===== src/rtl/class_argmax_seq_pkg.sv =====
// rtl/class_argmax_seq_pkg.sv - shared constants and FSM encoding for the class argmax block
// Contents: default frame geometry, state encoding, most-negative score constant.
package class_argmax_seq_pkg;

  localparam int DEF_N_CLASSES = 10;
  localparam int DEF_SCORE_W   = 20;

  typedef logic [1:0] state_t;

  localparam state_t IDLE    = 2'd0;
  localparam state_t COLLECT = 2'd1;
  localparam state_t HOLD    = 2'd2;

  // Seed for the running maximum: any real score ties or beats it.
  localparam logic signed [DEF_SCORE_W-1:0] SCORE_MIN = {1'b1, {(DEF_SCORE_W-1){1'b0}}};

endpackage


===== src/rtl/class_argmax_seq_argmax_update.sv =====
// rtl/class_argmax_seq_argmax_update.sv - combinational strict-greater argmax step
// Ports:
//   best_score/best_idx : current running maximum and its class index
//   s_score/cnt         : candidate score and its class index
//   next_score/next_idx : updated maximum; ties keep the incumbent (lower index)
module argmax_update #(
  parameter int SCORE_W = 20,
  parameter int IDX_W   = 4
) (
  input  logic signed [SCORE_W-1:0] best_score,
  input  logic        [IDX_W-1:0]   best_idx,
  input  logic signed [SCORE_W-1:0] s_score,
  input  logic        [IDX_W-1:0]   cnt,
  output logic signed [SCORE_W-1:0] next_score,
  output logic        [IDX_W-1:0]   next_idx
);

  logic take;

  assign take       = (s_score > best_score);
  assign next_score = take ? s_score : best_score;
  assign next_idx   = take ? cnt     : best_idx;

endmodule


===== src/rtl/class_argmax_seq.sv =====
// rtl/class_argmax_seq.sv - serial argmax over one frame of signed class scores
// Ports:
//   clk, rst_n        : clock (rising edge), asynchronous active-low reset
//   start             : pulse that (re)starts a frame
//   s_valid/s_score   : incoming class score, class order 0..N_CLASSES-1
//   s_ready           : high while collecting
//   m_valid/m_ready   : result handshake
//   m_class/m_score   : winning class index and its score
//   busy              : frame in progress
module class_argmax_seq
  import class_argmax_seq_pkg::*;
#(
  parameter int N_CLASSES = DEF_N_CLASSES,
  parameter int SCORE_W   = DEF_SCORE_W,
  parameter int IDX_W     = $clog2(N_CLASSES)
) (
  input  logic                      clk,
  input  logic                      rst_n,
  input  logic                      start,
  input  logic                      s_valid,
  input  logic signed [SCORE_W-1:0] s_score,
  output logic                      s_ready,
  output logic                      m_valid,
  input  logic                      m_ready,
  output logic        [IDX_W-1:0]   m_class,
  output logic signed [SCORE_W-1:0] m_score,
  output logic                      busy
);

  localparam logic signed [SCORE_W-1:0] MIN_SCORE = {1'b1, {(SCORE_W-1){1'b0}}};
  localparam logic        [IDX_W-1:0]   LAST_IDX  = IDX_W'(N_CLASSES - 1);

  state_t                      state;
  logic        [IDX_W-1:0]     cnt;
  logic signed [SCORE_W-1:0]   best_score;
  logic        [IDX_W-1:0]     best_idx;
  logic signed [SCORE_W-1:0]   upd_score;
  logic        [IDX_W-1:0]     upd_idx;
  logic                        accept;

  assign s_ready = (state == COLLECT);
  assign busy    = (state == COLLECT);
  assign m_valid = (state == HOLD);
  assign accept  = s_valid && s_ready;

  argmax_update #(
    .SCORE_W (SCORE_W),
    .IDX_W   (IDX_W)
  ) u_update (
    .best_score (best_score),
    .best_idx   (best_idx),
    .s_score    (s_score),
    .cnt        (cnt),
    .next_score (upd_score),
    .next_idx   (upd_idx)
  );

  // m_class/m_score are separate from the running best so they stay put
  // while the next frame is being collected.
  always_ff @(posedge clk or negedge rst_n) begin
    if (!rst_n) begin
      state      <= IDLE;
      cnt        <= '0;
      best_score <= '0;
      best_idx   <= '0;
      m_class    <= '0;
      m_score    <= '0;
    end else begin
      case (state)
        IDLE: begin
          if (start) begin
            state      <= COLLECT;
            cnt        <= '0;
            best_score <= MIN_SCORE;
            best_idx   <= '0;
          end
        end
        COLLECT: begin
          if (start) begin
            // Abort: a score arriving with start is deliberately dropped.
            cnt        <= '0;
            best_score <= MIN_SCORE;
            best_idx   <= '0;
          end else if (accept) begin
            best_score <= upd_score;
            best_idx   <= upd_idx;
            cnt        <= cnt + 1'b1;
            if (cnt == LAST_IDX) begin
              state   <= HOLD;
              m_class <= upd_idx;
              m_score <= upd_score;
            end
          end
        end
        HOLD: begin
          if (m_ready) begin
            if (start) begin
              state      <= COLLECT;
              cnt        <= '0;
              best_score <= MIN_SCORE;
              best_idx   <= '0;
            end else begin
              state <= IDLE;
            end
          end
        end
        default: state <= IDLE;
      endcase
    end
  end

endmodule


===== config.mk =====
export PLATFORM = sky130hd
export DESIGN_NAME = class_argmax_seq
export DESIGN_NICKNAME = d
export VERILOG_FILES = /design/src/rtl/class_argmax_seq_pkg.sv /design/src/rtl/class_argmax_seq_argmax_update.sv /design/src/rtl/class_argmax_seq.sv
export SDC_FILE = /design/constraint.sdc
export NUM_CORES = 1
export LEC_CHECK = 0
export BUFFER_PORTS_ARGS = -buffer_cell sky130_fd_sc_hd__buf_2
export CELL_PAD_IN_SITES_DETAIL_PLACEMENT = 0
export CELL_PAD_IN_SITES_GLOBAL_PLACEMENT = 1
export CORE_MARGIN = 2
export CORE_UTILIZATION = 43
export DETAILED_ROUTE_END_ITERATION = 10
export GPL_TIMING_DRIVEN = 0
export PLACE_DENSITY_LB_ADDON = 0.1
export SETUP_SLACK_MARGIN = 0.4
export SLEW_MARGIN = 15
export SYNTH_ARGS = -nofsm -noshare
export SYNTH_HDL_FRONTEND = slang
export SYNTH_SLANG_ARGS = --single-unit

===== constraint.sdc =====
create_clock -name clk -period 3 [get_ports clk]
set_input_delay 0 -clock clk [delete_from_list [all_inputs] [get_ports clk]]
set_output_delay 0 -clock clk [all_outputs]
set_load 0.005 [all_outputs]

==> results.toml <==
[die]
fp-row-count = 29
dieArea_um2 = 7207
die_w_um = 84.90
die_y_um = 84.90
start_util = 0.4432
core_um2 = 6350
ioPinCount = 52

[sta]
fin_crit_sh = 0.8759
maxSlewHeadroom = 0.5345
tightest_slew_ns = 0.6982
setup_viol = 0
post-route-min-period_ns = 2.628
final-hold-violation-count = 0
hold_slack_ns = 0.008206
fmax_mhz = 380.5
setup_tns_ns = 0
rsz0062_at_grt = "true"
drv_slew = 0
clock_skew_ns = 0.005605

[finish]
ff_latch_area_um2 = 1351
multi_input_area_um2 = 1438
fill_cells = 564
antennaDiodeCount = 0
drive_above_1_share = 0.2954
fin_nets = 417
syn_to_final_growth_pct = 39.31
final_core_util = 0.6173
fin_cells = 446

[route]
routedWlPerCell_um = 15.33
viasPerCell = 5.186
drtPass1Iterations = 4
drc = 0
wirelength_mm = 6.837
drtIter0Drc = 76
vias = 2313
drtAntennaViolNets = 0

[clock_network]
ctsLongestPathBuffers = 2
cts-root-buf = "clkbuf_8"
cts_tree = "yes"
clkTransAtPathRegs_ns = 0.09
h-tree-depth = 2
numCtsBuffers = 5
clock-sinks = 54
clock_latency_ns = 0.31

[critical_path]
critPathCaptureType = "flop"
crit_start = "best_score[7]$_DFFE_PN0P_"
reg2reg_depth = 11
cp-start-kind = "flop"
r2r-start = "best_score[7]$_DFFE_PN0P_"
max_stage_delay_ns = 0.41
cpMostUsedCell = "buf_6"
required_ns = 3.20
path_cells = "inv_2 > ha_4 > a21oi_2 > o21ai_1 > a221o_1 > a221oi_4 > mux2i_4 > buf_6 > o21bai_4 > buf_6 > a22o_1"
r2r_slack_ns = 0.37
cpMaxStageDelayCell = "dfrtp_1"
endpoint = "best_score[10]$_DFFE_PN0P_"
crit_arrival_ns = 2.83
r2r-end = "best_score[10]$_DFFE_PN0P_"
crit_type = "flop to flop"
worstPathMaxFanout = 6

[pwr]
pwr_density_cell_nw_per_um2 = 596.3
peakVddDrop_uv = 400.2
power.total_w = 0.002338
p_leak_nw = 1.920

[placement]
gp_congestion = 0.7348
io_buffer_count = 51
post-place-cells = 397
place_hpwl_mm = 4.242

[yosys]
synth-simple-area-share = 0.09738
syn-num-nets = 316
avgSynthCellArea_um2 = 10.46
synthAdderAreaFrac = 0.09782
yosysTopAreaCell = "dfrtp_1"
synth_warnings = 0
synth_edf_count = 0
synthXorXnorAreaFrac = 0
yosys.cell_count.top_type = "dfrtp_1"
synth_top_area_frac = 0.4802
synth.area.mux_share = 0.09026
synthTopCellsByArea = "dfrtp_1 48%, ha_1 9.8%, mux2i_1 7.8%, a22o_1 7.2%, o21ai_0 5.3%"
async_reset_ff_frac = 1.000
synth-compound-area-share = 0.1747
synth_ff_type = "dfrtp_1"
syn_inst = 269
netlist_area_um2 = 2814
synth_top_family_by_area = "compound AO/OA/AOI/OAI gates"
yosys-top-cells-count = "54 x dfrtp_1, 36 x nand2_1, 30 x o21ai_0"
yosysUniqueCellTypes = 31
ys_seq_area_frac = 0.4802
ys_ff_latch = 54

[flow_run]
cap_violations = 0

[global_routing]
antenna_found_initial = 0
overflow = 0
grt_max_degree = 55
grt_pass1_wl_mm = 11.43
grt_pass1_vias = 2325
grt.total_usage = 0.2002

[worst_hold_path]
min_path_cells = 3
min_path_type = "input port to flop"

[run_status]
status = "completed"
==> per-stage QoR <==
step,instance area (um^2),setup slack [ns]
after floorplan,2816,0.4138
after global placement,3168,0.05759
after detailed placement,3171,0.05673
after CTS,3687,0.3489
after global routing,3920,0.2703
final,3920,0.3722
==> sequential cells by signal, indices dropped and copies added, names as in the netlist <==
name        cells
best_score     20
m_score        20
best_idx        4
cnt             4
m_class         4
state           2
==> cell families (layout without fill, tap and decap cells) <==
group / after synthesis / after routing
and+or+nand+nor: 60 / 60
AOI/OAI and AO/OA: 71 / 71
adders and majority gates: 22 / 22
muxes: 24 / 24
buffers and inverters: 38 / 138
DFF: 54 / 54
==> layout by cell type, fill, tap and decap left out, drive strengths merged, types with 2 or more instances in the layout <==
cell type	Yosys	routed
o31ai	2	2
nand3	3	3
a22o	23	23
mux2i	23	23
dfrtp	54	54
ha	22	22
inv	25	25
dlygate4sd3	0	22
and2	2	2
a21oi	9	9
a221o	2	2
nand4	3	3
nand2	36	36
clkbuf	5	13
and4	2	2
o21ai	30	30
nor3	3	3
buf	8	78
nor2	7	7
==> cell type report <==
type | instances | share of cell area
tap | 77 | 0.02458
inverter | 25 | 0.02394
multi-input combinational | 177 | 0.3667
timing repair buffer | 94 | 0.1848
sequential | 54 | 0.3447
buffer | 13 | 0.03415
clock buffer | 6 | 0.02107
==> what timing repair did <==
item | CTS | global route
setup endpoints to repair | 44 | 48
gates resized for setup | 28 | 45
hold buffers | 21 | 1
gates cloned | 3 | 2
setup buffers | 11 | 5
endpoints found under the hold margin | 75 | 1
pin swaps | 6 | 16
==> power breakdown <==
| group | total, W | internal (W) | leakage, nW | switching [W] |
|---|---|---|---|---|
| Clock | 0.000407 | 0.000179 | 0.0431 | 0.000228 |
| Combinational | 0.00107 | 0.000607 | 1.14 | 0.000460 |
| Sequential | 0.000864 | 0.000803 | 0.732 | 0.0000609 |
| Total | 0.00234 | 0.00159 | 1.92 | 0.000749 |
==> layer usage <==
metal	track usage	wire length, um
met1	0.2868	3378
met2	0.3214	3145
met3	0.03502	249
met5	0	0
met4	0.04329	64
==> critical path, delay by kind of cell, from the launching register on <==
family                   cells  cell delay, ns
AO/OA/AOI/OAI                6            1.17
adder cells (fa/ha/maj)      1            0.20
buffers and inverters        3            0.39
flip-flops                   1            0.41
multiplexers                 1            0.36
==> worst min-delay path by stage <==
stage / startpoint / endpoint / slack [ns]
floorplan: rst_n / best_idx[0]$_DFFE_PN0P_ / -0.30
global placement: m_ready / state[1]$_DFFE_PN0P_ / 0.21
detailed placement: rst_n / m_class[2]$_DFFE_PN0P_ / 0.10
CTS: s_score[5] / best_score[5]$_DFFE_PN0P_ / -0.06
global route: start / state[0]$_DFFE_PN0P_ / 0.03
finish: start / state[0]$_DFFE_PN0P_ / 0.008
(Power assumes the default switching activity.)
